**config.mk**
```make
export PLATFORM = sky130hd
export DESIGN_NAME = mem_io_bridge_flat
export DESIGN_NICKNAME = d
export VERILOG_FILES = /design/src/rtl/mem_io_pkg.sv /design/src/rtl/mem_io_bridge_if.sv /design/src/rtl/uart_tx.sv /design/src/rtl/mem_io_bridge.sv /design/src/flat_wrapper.sv
export SDC_FILE = /design/constraint.sdc
export NUM_CORES = 1
export LEC_CHECK = 0
export ABC_AREA = 1
export BUFFER_PORTS_ARGS = -buffer_cell sky130_fd_sc_hd__buf_4
export CAP_MARGIN = 10
export CORE_MARGIN = 1.5
export CORE_UTILIZATION = 35
export DETAILED_ROUTE_END_ITERATION = 8
export HOLD_SLACK_MARGIN = 0.08
export SLEW_MARGIN = 0
export SYNTH_ARGS = -nofsm -noshare
export SYNTH_HDL_FRONTEND = slang
export SYNTH_SLANG_ARGS = --single-unit
```
**constraint.sdc**
```tcl
create_clock -name clk -period 2.85 [get_ports clk]
set_clock_uncertainty 0.2 [all_clocks]
set_input_delay 0.1425 -clock clk [delete_from_list [all_inputs] [get_ports clk]]
set_output_delay 0.1425 -clock clk [all_outputs]
set_load 0.02 [all_outputs]
```
**src/rtl/mem_io_pkg.sv**
```systemverilog
`default_nettype none
//==============================================================================
// Module      : mem_io_pkg
// Description : Shared I/O offsets, decode select and UART state encodings
//               for the memory/I-O bridge.
// Revision    : 1.0 - initial release
//==============================================================================
package mem_io_pkg;

    localparam logic [7:0] OFF_GPIO      = 8'h00;
    localparam logic [7:0] OFF_BTN       = 8'h01;
    localparam logic [7:0] OFF_UART_DATA = 8'h02;
    localparam logic [7:0] OFF_UART_STAT = 8'h03;
    localparam logic [7:0] OFF_TICK      = 8'h04;

    typedef enum logic [1:0] {
        SEL_NONE = 2'd0,
        SEL_RAM  = 2'd1,
        SEL_IO   = 2'd2
    } sel_e;

    localparam logic [1:0] UART_IDLE  = 2'd0;
    localparam logic [1:0] UART_START = 2'd1;
    localparam logic [1:0] UART_DATA  = 2'd2;
    localparam logic [1:0] UART_STOP  = 2'd3;

endpackage
`default_nettype wire

```
**src/rtl/mem_io_bridge_if.sv**
```systemverilog
`default_nettype none
//==============================================================================
// Module      : mem_io_bridge_if
// Description : Core-to-memory bus: address, write data/strobe, read data.
// Revision    : 1.0 - initial release
//==============================================================================
interface mem_io_bridge_if;

    logic [23:0] core_to_mem_address;
    logic [15:0] core_to_mem_data;
    logic        core_to_mem_write_enable;
    logic [15:0] mem_to_core_data;

    modport master (
        output core_to_mem_address,
        output core_to_mem_data,
        output core_to_mem_write_enable,
        input  mem_to_core_data
    );

    modport slave (
        input  core_to_mem_address,
        input  core_to_mem_data,
        input  core_to_mem_write_enable,
        output mem_to_core_data
    );

endinterface
`default_nettype wire

```
**src/rtl/uart_tx.sv**
```systemverilog
`default_nettype none
//==============================================================================
// Module      : uart_tx
// Description : Byte FIFO feeding an 8N1 serializer (LSB first).
// Revision    : 1.0 - initial release
//==============================================================================
module uart_tx
    import mem_io_pkg::*;
#(
    parameter int FIFO_DEPTH = 8,
    parameter int BAUD_DIV   = 434
) (
    input  wire logic       clk,
    input  wire logic       rst_n,
    input  wire logic       push,
    input  wire logic [7:0] data,
    output logic            full,
    output logic            empty,
    output logic            busy,
    output logic            tx
);

    localparam int              c_aw        = $clog2(FIFO_DEPTH);
    localparam int              c_cw        = $clog2(BAUD_DIV + 1);
    localparam logic [c_cw-1:0] c_baud_last = c_cw'(BAUD_DIV - 1);

    logic [7:0]      r_mem [FIFO_DEPTH];
    logic [c_aw:0]   r_wptr;
    logic [c_aw:0]   r_rptr;
    logic [1:0]      r_state;
    logic [c_cw-1:0] r_baud_cnt;
    logic [2:0]      r_bit_idx;
    logic [7:0]      r_shift;
    logic            r_tx;

    logic            w_push_ok;
    logic            w_pop;
    logic            w_baud_done;
    logic [2:0]      w_next_idx;

    // Pointers carry one extra wrap bit so full and empty are distinguishable.
    assign empty       = (r_wptr == r_rptr);
    assign full        = (r_wptr[c_aw] != r_rptr[c_aw]) &&
                         (r_wptr[c_aw-1:0] == r_rptr[c_aw-1:0]);
    assign busy        = (r_state != UART_IDLE);
    assign tx          = r_tx;
    assign w_push_ok   = push && !full;
    assign w_pop       = (r_state == UART_IDLE) && !empty;
    assign w_baud_done = (r_baud_cnt == c_baud_last);
    assign w_next_idx  = r_bit_idx + 3'd1;

    always_ff @(posedge clk) begin
        if (w_push_ok) begin
            r_mem[r_wptr[c_aw-1:0]] <= data;
        end
    end

    always_ff @(posedge clk or negedge rst_n) begin
        if (!rst_n) begin
            r_wptr <= '0;
            r_rptr <= '0;
        end else begin
            if (w_push_ok) r_wptr <= r_wptr + (c_aw+1)'(1);
            if (w_pop)     r_rptr <= r_rptr + (c_aw+1)'(1);
        end
    end

    always_ff @(posedge clk or negedge rst_n) begin
        if (!rst_n) begin
            r_state    <= UART_IDLE;
            r_baud_cnt <= '0;
            r_bit_idx  <= '0;
            r_shift    <= '0;
            r_tx       <= 1'b1;
        end else begin
            case (r_state)
                UART_IDLE: begin
                    r_tx <= 1'b1;
                    if (!empty) begin
                        r_shift    <= r_mem[r_rptr[c_aw-1:0]];
                        r_baud_cnt <= '0;
                        r_tx       <= 1'b0;
                        r_state    <= UART_START;
                    end
                end
                UART_START: begin
                    if (w_baud_done) begin
                        r_baud_cnt <= '0;
                        r_bit_idx  <= '0;
                        r_tx       <= r_shift[0];
                        r_state    <= UART_DATA;
                    end else begin
                        r_baud_cnt <= r_baud_cnt + c_cw'(1);
                    end
                end
                UART_DATA: begin
                    if (w_baud_done) begin
                        r_baud_cnt <= '0;
                        if (r_bit_idx == 3'd7) begin
                            r_tx    <= 1'b1;
                            r_state <= UART_STOP;
                        end else begin
                            r_bit_idx <= w_next_idx;
                            r_tx      <= r_shift[w_next_idx];
                        end
                    end else begin
                        r_baud_cnt <= r_baud_cnt + c_cw'(1);
                    end
                end
                UART_STOP: begin
                    if (w_baud_done) begin
                        r_baud_cnt <= '0;
                        r_state    <= UART_IDLE;
                    end else begin
                        r_baud_cnt <= r_baud_cnt + c_cw'(1);
                    end
                end
                default: r_state <= UART_IDLE;
            endcase
        end
    end

endmodule
`default_nettype wire

```
**src/rtl/mem_io_bridge.sv**
```systemverilog
`default_nettype none
//==============================================================================
// Module      : mem_io_bridge
// Description : Routes core accesses to block RAM or the I/O window (GPIO,
//               buttons, tick counter, UART TX). Optional macro:
//               BTN_DEBOUNCE_EN enables per-button debounce counters.
// Revision    : 1.0 - initial release
//==============================================================================
module mem_io_bridge
    import mem_io_pkg::*;
#(
    parameter int          RAM_ADDR_W      = 14,
    parameter logic [23:0] IO_BASE         = 24'hFFFF00,
    parameter int          FIFO_DEPTH      = 8,
    parameter int          BAUD_DIV        = 434,
    parameter int          TICK_DIV        = 50000,
    parameter int          DEBOUNCE_CYCLES = 65536
) (
    input  wire logic                  clk,
    input  wire logic                  rst_n,
    mem_io_bridge_if.slave             bus,
    output logic [RAM_ADDR_W-1:0]      ram_addr,
    output logic [15:0]                ram_wdata,
    output logic                       ram_we,
    input  wire logic [15:0]           ram_rdata,
    input  wire logic [3:0]            btn_in,
    output logic [15:0]                gpio_out,
    output logic                       uart_tx
);

`ifdef BTN_DEBOUNCE_EN
    localparam bit c_debounce = 1'b1;
`else
    localparam bit c_debounce = 1'b0;
`endif

    localparam int              c_tw        = $clog2(TICK_DIV + 1);
    localparam logic [c_tw-1:0] c_tick_last = c_tw'(TICK_DIV - 1);

    sel_e            w_sel;
    sel_e            r_sel;
    logic [7:0]      w_off;
    logic            w_io_we;
    logic            w_wr_gpio, w_wr_btn, w_wr_udata, w_wr_ustat, w_wr_tick;
    logic [15:0]     w_io_rdata;
    logic [15:0]     r_io_rdata;
    logic [15:0]     r_gpio;
    logic [3:0]      r_sync1, r_sync2, r_level_d, r_sticky;
    logic [3:0]      w_level, w_rise, w_clr;
    logic            r_ovf;
    logic            w_full, w_empty, w_busy;
    logic [15:0]     r_tick;
    logic [c_tw-1:0] r_tick_pre;

    assign w_off = bus.core_to_mem_address[7:0];

    always_comb begin
        w_sel = SEL_NONE;
        if (bus.core_to_mem_address[23:RAM_ADDR_W] == '0) begin
            w_sel = SEL_RAM;
        end else if (bus.core_to_mem_address[23:8] == IO_BASE[23:8]) begin
            w_sel = SEL_IO;
        end
    end

    assign ram_addr   = bus.core_to_mem_address[RAM_ADDR_W-1:0];
    assign ram_wdata  = bus.core_to_mem_data;
    assign ram_we     = bus.core_to_mem_write_enable && (w_sel == SEL_RAM);

    assign w_io_we    = bus.core_to_mem_write_enable && (w_sel == SEL_IO);
    assign w_wr_gpio  = w_io_we && (w_off == OFF_GPIO);
    assign w_wr_btn   = w_io_we && (w_off == OFF_BTN);
    assign w_wr_udata = w_io_we && (w_off == OFF_UART_DATA);
    assign w_wr_ustat = w_io_we && (w_off == OFF_UART_STAT);
    assign w_wr_tick  = w_io_we && (w_off == OFF_TICK);

    // Reads must never change state: the core parks on address 0 when idle.
    always_comb begin
        w_io_rdata = '0;
        case (w_off)
            OFF_GPIO:      w_io_rdata = r_gpio;
            OFF_BTN:       w_io_rdata = {8'h00, r_sticky, w_level};
            OFF_UART_STAT: w_io_rdata = {12'h000, r_ovf, w_busy, w_empty, w_full};
            OFF_TICK:      w_io_rdata = r_tick;
            default:       w_io_rdata = '0;
        endcase
    end

    assign bus.mem_to_core_data = (r_sel == SEL_RAM) ? ram_rdata  :
                                  (r_sel == SEL_IO)  ? r_io_rdata : 16'h0000;
    assign gpio_out = r_gpio;

    generate
        if (c_debounce) begin : g_debounce
            localparam int              c_dw      = $clog2(DEBOUNCE_CYCLES + 1);
            localparam logic [c_dw-1:0] c_db_last = c_dw'(DEBOUNCE_CYCLES - 1);
            for (genvar i = 0; i < 4; i++) begin : g_bit
                logic [c_dw-1:0] r_cnt;
                logic            r_lvl;
                always_ff @(posedge clk or negedge rst_n) begin
                    if (!rst_n) begin
                        r_cnt <= '0;
                        r_lvl <= 1'b0;
                    end else if (r_sync2[i] == r_lvl) begin
                        r_cnt <= '0;
                    end else if (r_cnt == c_db_last) begin
                        r_cnt <= '0;
                        r_lvl <= r_sync2[i];
                    end else begin
                        r_cnt <= r_cnt + c_dw'(1);
                    end
                end
                assign w_level[i] = r_lvl;
            end
        end else begin : g_raw_level
            assign w_level = r_sync2;
        end
    endgenerate

    assign w_rise = w_level & ~r_level_d;
    assign w_clr  = w_wr_btn ? bus.core_to_mem_data[7:4] : 4'h0;

    always_ff @(posedge clk or negedge rst_n) begin
        if (!rst_n) begin
            r_sel      <= SEL_NONE;
            r_io_rdata <= '0;
            r_gpio     <= '0;
            r_sync1    <= '0;
            r_sync2    <= '0;
            r_level_d  <= '0;
            r_sticky   <= '0;
            r_ovf      <= 1'b0;
            r_tick     <= '0;
            r_tick_pre <= '0;
        end else begin
            r_sel      <= w_sel;
            r_io_rdata <= w_io_rdata;
            r_sync1    <= btn_in;
            r_sync2    <= r_sync1;
            r_level_d  <= w_level;
            // A fresh press outranks a simultaneous clear.
            r_sticky   <= (r_sticky & ~w_clr) | w_rise;
            r_ovf      <= (r_ovf & ~(w_wr_ustat && bus.core_to_mem_data[3])) |
                          (w_wr_udata && w_full);
            if (w_wr_gpio) begin
                r_gpio <= bus.core_to_mem_data;
            end
            if (w_wr_tick) begin
                r_tick     <= '0;
                r_tick_pre <= '0;
            end else if (r_tick_pre == c_tick_last) begin
                r_tick_pre <= '0;
                r_tick     <= r_tick + 16'd1;
            end else begin
                r_tick_pre <= r_tick_pre + c_tw'(1);
            end
        end
    end

    uart_tx #(
        .FIFO_DEPTH (FIFO_DEPTH),
        .BAUD_DIV   (BAUD_DIV)
    ) u_uart_tx (
        .clk   (clk),
        .rst_n (rst_n),
        .push  (w_wr_udata),
        .data  (bus.core_to_mem_data[7:0]),
        .full  (w_full),
        .empty (w_empty),
        .busy  (w_busy),
        .tx    (uart_tx)
    );

endmodule
`default_nettype wire

```
**src/flat_wrapper.sv**
```systemverilog
// flat-port wrapper written by rule: the top's interface ports become plain ports
module mem_io_bridge_flat import mem_io_pkg::*;
#(
    parameter int          RAM_ADDR_W      = 14,
    parameter logic [23:0] IO_BASE         = 24'hFFFF00,
    parameter int          FIFO_DEPTH      = 8,
    parameter int          BAUD_DIV        = 434,
    parameter int          TICK_DIV        = 50000,
    parameter int          DEBOUNCE_CYCLES = 65536
)
  (clk, rst_n, ram_addr, ram_wdata, ram_we, ram_rdata, btn_in, gpio_out, uart_tx, bus_core_to_mem_address, bus_core_to_mem_data, bus_core_to_mem_write_enable, bus_mem_to_core_data);
  mem_io_bridge_if bus_i ();
  input  wire logic clk;
  input  wire logic rst_n;
  output logic [RAM_ADDR_W-1:0] ram_addr;
  output logic [15:0] ram_wdata;
  output logic ram_we;
  input  wire logic [15:0] ram_rdata;
  input  wire logic [3:0] btn_in;
  output logic [15:0] gpio_out;
  output logic uart_tx;
  input wire logic [$bits(bus_i.core_to_mem_address)-1:0] bus_core_to_mem_address;
  input wire logic [$bits(bus_i.core_to_mem_data)-1:0] bus_core_to_mem_data;
  input wire logic [$bits(bus_i.core_to_mem_write_enable)-1:0] bus_core_to_mem_write_enable;
  output wire logic [$bits(bus_i.mem_to_core_data)-1:0] bus_mem_to_core_data;
  assign bus_i.core_to_mem_address = bus_core_to_mem_address;
  assign bus_i.core_to_mem_data = bus_core_to_mem_data;
  assign bus_i.core_to_mem_write_enable = bus_core_to_mem_write_enable;
  assign bus_mem_to_core_data = bus_i.mem_to_core_data;
  mem_io_bridge #(.RAM_ADDR_W(RAM_ADDR_W), .IO_BASE(IO_BASE), .FIFO_DEPTH(FIFO_DEPTH), .BAUD_DIV(BAUD_DIV), .TICK_DIV(TICK_DIV), .DEBOUNCE_CYCLES(DEBOUNCE_CYCLES)) u_core (.clk(clk), .rst_n(rst_n), .bus(bus_i), .ram_addr(ram_addr), .ram_wdata(ram_wdata), .ram_we(ram_we), .ram_rdata(ram_rdata), .btn_in(btn_in), .gpio_out(gpio_out), .uart_tx(uart_tx));
endmodule
```
# After elaboration in Yosys (flattened, before gate mapping)
# Memory sizes are Yosys's and may differ from the RTL's. A register that Yosys moved wholly into a read port is not among the register bits.
# Index checks and enable logic that the tools add are counted.
[totals]
regBits = 106
latchBits = 0
mem_bits_rw = 64
romBits = 0
in_bits = 63
out_inout_bits = 64
mem_count = 1
[op_classes]
n_addsub = 6
multipliers = 0
div = 0
magnitude_cmp = 1
eq_ne = 24
shift = 0
muxes = 32
bitwise = 9
reduce_logical = 27
[mem_list]
columns = ["name", "words", "word_bits", "read_ports", "rd_clocked_by_memory_dff", "write_ports", "line_no", "rtl"]
rows = [
  ["u_core.u_uart_tx.r_mem", 8, 8, 1, 1, 1, "uart_tx.sv:27", "logic [7:0] r_mem [FIFO_DEPTH];"],
]
[op_table]
columns = ["cell", "count"]
rows = [
  ["$mux 16", 6],
  ["$pmux 16 s4", 1],
  ["$add 16x1->16 const B", 2],
  ["$eq 16x16->1 const B", 2],
  ["$mux 9", 2],
  ["$pmux 9 s2", 1],
  ["$eq 8x2->1 const B", 2],
  ["$mux 2", 7],
  ["$logic_and 1x1->1", 12],
  ["$ne 2x2->1 const B", 6],
  ["$logic_not 10->1", 1],
  ["$add 9x1->9 const B", 1],
  ["$eq 9x9->1 const B", 1],
  ["$mux 3", 3],
  ["$add 4x1->4 const B", 2],
  ["$and 4x4->4", 2],
  ["$eq 2x2->1 const B", 4],
  ["$eq 8x1->1 const B", 1],
  ["$eq 8x3->1 const B", 1],
  ["$logic_not 8->1", 1],
  ["$not 4->4", 2],
  ["$pmux 2 s4", 1],
  ["$mux 1", 7],
  ["$eq 2x1->1 const B", 3],
  ["other kinds (23)", 28],
]

# Logic depth before layout (Yosys ltp)
[logic_depth]
depth_word = 10
depth_mapped = 10

# By module
# A second synthesis with hierarchy kept.
[unflattened]
cells_unflattened = 1036
area_unflattened_um2 = 8931.1
[modules_own_cells]
columns = ["module", "instances", "cells_per_inst", "area_per_inst_um2", "seq_area_each_um2"]
rows = [
  ["mem_io_bridge", 1, 600, 4596.9, 2077.0],
  ["uart_tx", 1, 436, 4334.2, 2698.8],
]

# Worst setup path before layout
# No wires, ideal clock.
[synth_path]
kind = "flip-flop to flip-flop"
from = "register u_core.u_uart_tx.r_rptr[0]"
to = "memory u_core.u_uart_tx.r_mem[1][0], enable pin"
setup_time_ps = 370
arrival_ps = 1402
setup_slack_ps = 877
path_stages_with_launch = 7
period_less_slack_ps = 1973
cell_sequence = "dfrtp_1 > buf_2 > xor2_1 > nor2_4 > nand3_4 > nand3_2 > nor2_1"
[synth_via]
elab_chain_len = 6
[synth_lines]
columns = ["item", "line_no", "rtl"]
rows = [
  ["start, declared", "uart_tx.sv:29", "logic [c_aw:0] r_rptr;"],
  ["start signal, assigned", "uart_tx.sv:64", "if (w_pop) r_rptr <= r_rptr + (c_aw+1)'(1);"],
  ["$eq 3x3->1", "uart_tx.sv:44", "(r_wptr[c_aw-1:0] == r_rptr[c_aw-1:0]);"],
  ["$logic_and 1x1->1", "uart_tx.sv:43", "assign full = (r_wptr[c_aw] != r_rptr[c_aw]) &&"],
  ["$logic_not 1->1", "uart_tx.sv:47", "assign w_push_ok = push && !full;"],
  ["$logic_and 1x1->1", "uart_tx.sv:47", ""],
  ["$mux 1", "uart_tx.sv:53", "if (w_push_ok) begin"],
  ["$mux 1 (implied by the code)", "uart_tx.sv:54", "r_mem[r_wptr[c_aw-1:0]] <= data;"],
  ["end, declared", "uart_tx.sv:27", ""],
]
# Every way passes these cells.

# Worst setup path after layout
[layout_path]
from = "input bus_core_to_mem_address[15]"
to = "register u_core.r_sel[0]"
[layout_via]
elab_chain_len = 2
[layout_lines]
columns = ["item", "line_no", "rtl"]
rows = [
  ["start, declared", "flat_wrapper.sv:22", "input wire logic [$bits(bus_i.core_to_mem_address)-1:0] bus_core_to_mem_address;"],
  ["$logic_not 10->1", "mem_io_bridge.sv:59", "if (bus.core_to_mem_address[23:RAM_ADDR_W] == '0) begin"],
  ["$mux 2", "mem_io_bridge.sv:59", ""],
  ["net u_core.w_sel[0]", "mem_io_bridge.sv:40", "sel_e w_sel;"],
  ["end signal, assigned", "mem_io_bridge.sv:136", "r_sel <= w_sel;"],
  ["end, declared", "mem_io_bridge.sv:41", "sel_e r_sel;"],
]
# The timed path passes the listed nets, and every way through them passes these cells.
# A chain may end at the register's enable or synchronous reset.

==> metrics <==
EDFF count, synth 64; Area after DPL 9930 um2; Avg Cell Area, Syn 8.91 um2; Sequential Power Share 50.9%; Multi-input gate area 3300 um2; worst hold path class in2async; std cell rows a little under 60; Placed Cells around 1400; Final ANT Viol Nets 0; CP Class in2reg; worst skew pair latency between 0.4 and 0.5 ns; vias in the first global route 6964; synthesized area between 8000 and 9000 um2; largest net degree at the start of global routing 40; layout cell share with drive strength beyond 1 19.1%; nature of the critical path endpoint flip-flop; VDD IR max about 360 uV; Reg clk slew, reported paths 0.07 ns; max-slew violations 0; Crit Path Max Fanout 2; Worst path top cell family by delay buffers and inverters; Final Cell Area 11000 um2; die width 163 um; PD cells a little under 500 nW/um2; total CTS buffers 17; clk buf depth 2; vias per inst 4.91; register area share after synthesis 53.6%; Filler Cell Count 2453; Net Count, Synth 1076; wire per inst 15.8 um; fmax 0.369 GHz; Tmin final 2.71 ns; Placeable Area 25100 um2; setup TNS 0 ns; I/O pin total 127; Most Crowded Layer GR met2; drt drc 0; clk sink count between 150 and 200; Post-synth top flop dfrtp_1; clock group share of total power 43.3%; Initial DRC Count 615; status complete, no violations; final std cells w/o fill 1485; Async S/R FF share, synth 64.0%; DR pass1 iterations 5; Final Net Count roughly 1200; combinational share of power 5.7%; Final Hold Viols 0; die area 26400 um2; n_diodes 0; RSZ-0062 raised after global routing no; critical path required time 3.02 ns; Worst Max-Slew Pin Slew 0.665 ns; total gr overflow 0; P_int ~4000 uW; Starting Density 35.5%; HPWL Detailed 16500 um; commonest non-fill, non-tap cell in the layout nand2_1; Sw Pwr 1310 uW; critical path, cell by cell dlygate4sd3_1 > buf_4 > nor2_1 > dlygate4sd3_1 > nand2_1 > dlygate4sd3_1 > nor2_1 > dlygate4sd3_1; H-tree levels 4; first-pass GRT wire length about 37000 um; clock root buffer clkbuf_16; Netlist cell types 42; Synth Instances 1000; Final Util between 40% and 50%; CP startpoint kind input pin; Syn. warnings 0; grt met1 use 25.7%; initial antenna violation count 0; post-synth top area share 31.7%; switch share 24.6%; Total Power 5320 uW; met2 GRT Util 28.3%; reg-to-reg slack, setup 0.54 ns; via count about 7300; GPL Wtd Cong between 0.8 and 0.9; Tcrit/Tclk final 95.1%; slowest stage delay, CP 0.61 ns; slowest CP cell dlygate4sd3_1; Syn-to-layout area delta 23.2%; Seq cells post-synth around 180; commonest cells after routing, fill and taps aside nand2_1, buf_4, dfrtp_1, inv_1, o21ai_0; Worst Path Buf+Inv 5; dominant cell type by area after synthesis dfrtp_1; Die Y 163 um; static leakage power 0.00491 uW; Worst slew margin 55.5%; register area approximately 4800 um2; wirelength, routed 23400 um; GRT met3 Usage 4.43%; # setup viols final 0; Worst EP arrival between 2 and 3 ns; CTS tree done; GRT Util Overall 18.3%; max-cap violation count 0; crit-path most repeated cell dlygate4sd3_1; synth top area cells dfrtp_1, edfxtp_1, nand2_1; number of port buffers roughly 130
[layer usage]
metal	vias up	wire length, um
met3	20	1530
li1	3561	-
met4	0	281
met1	3479	10800
met5	-	0
met2	235	10800
[per-stage QoR]
stage,hold slack (ns),setup slack [ns]
5_1_grt,0.101,0.0609
2_1_floorplan,-0.353,0.877
3_5_place_dp,-0.0175,0.547
4_1_cts,0.0863,0.0815
3_3_place_gp,-0.0147,0.608
6_report,0.0900,0.140
[path summary, 6_finish.rpt]
check                                            start                           end  depth (start not counted)
max                        bus_core_to_mem_address[15]               u_core.r_sel[0]                          8
min                                              rst_n           u_core.u_uart_tx.tx                          2
max reg2reg                 u_core.u_uart_tx.r_rptr[2]  u_core.u_uart_tx.r_mem[2][1]                          5
min reg2reg                          u_core.r_sync1[2]             u_core.r_sync2[2]                          0
max in group asynchronous                        rst_n   u_core.u_uart_tx.r_shift[7]                          3
min in group clk           bus_core_to_mem_address[21]            u_core.r_sticky[1]                          8
[Yosys cell counts (3+ instances only)]
| cell type | count |
|---|---|
| nand2_1 | 239 |
| dfrtp_1 | 113 |
| inv_1 | 102 |
| o21ai_0 | 94 |
| nor2_1 | 91 |
| nand3_1 | 70 |
| edfxtp_1 | 64 |
| buf_4 | 32 |
| nand4_1 | 31 |
| o22ai_1 | 19 |
| nor3_1 | 17 |
| ha_1 | 13 |
| xor2_1 | 12 |
| clkbuf_1 | 11 |
| buf_6 | 9 |
| o21ai_1 | 9 |
| buf_2 | 8 |
| inv_2 | 7 |
| nor2_2 | 7 |
| nor2_4 | 6 |
| or2_2 | 6 |
| a21oi_1 | 5 |
| nand2_2 | 5 |
| nand3_2 | 4 |
| o221ai_1 | 4 |
| nand3_4 | 3 |
[sequential cells by signal (all words and copies together), names as in the netlist]
register	flops
u_core.r_sel	2
u_core.r_level_d	4
u_core.u_uart_tx.r_wptr	4
u_core.r_sync1	4
u_core.u_uart_tx.r_baud_cnt	9
u_core.u_uart_tx.tx	1
u_core.u_uart_tx.r_bit_idx	3
u_core.u_uart_tx.r_rptr	4
u_core.r_io_rdata	16
u_core.r_ovf	1
u_core.gpio_out	16
u_core.u_uart_tx.r_state	2
u_core.r_sync2	4
u_core.u_uart_tx.r_mem	64
u_core.r_tick_pre	16
u_core.r_sticky	4
u_core.u_uart_tx.r_shift	8
u_core.r_tick	16
[cell families after synthesis]
family	synth area share, %
flops	53.6
buf+inv	9.38
xor+xnor	1.56
fa+ha+maj	1.83
simple gates	25.4
compound gates	8.20
[area by class of cell]
class | count | share of cell area, %
clock inverter | 15 | 1.41
inverter | 110 | 3.76
tap | 330 | 3.76
timing repair buffer | 183 | 13.6
multi-input combinational | 652 | 30.0
clock buffer | 17 | 3.88
sequential | 178 | 43.5
[power groups by stage]
stage | logic [uW] | clock network (uW) | registers (uW)
floorplan | 115 | 0 | 2750
global placement | 262 | 0 | 2760
detailed placement | 264 | 0 | 2760
CTS | 307 | 2350 | 2710
global route | 336 | 2460 | 2710
finish | 305 | 2300 | 2710
[repair_timing]
| item | 4_1_cts | 5_1_grt |
|---|---|---|
| gates resized for setup | 0 | 1 |
| endpoints found under the hold margin | 217 | 0 |
| setup buffers | 0 | 0 |
| hold buffers | 45 | 0 |
| endpoints found under the setup margin | 0 | 5 |
Note: power is estimated with default switching activity, not from simulation.
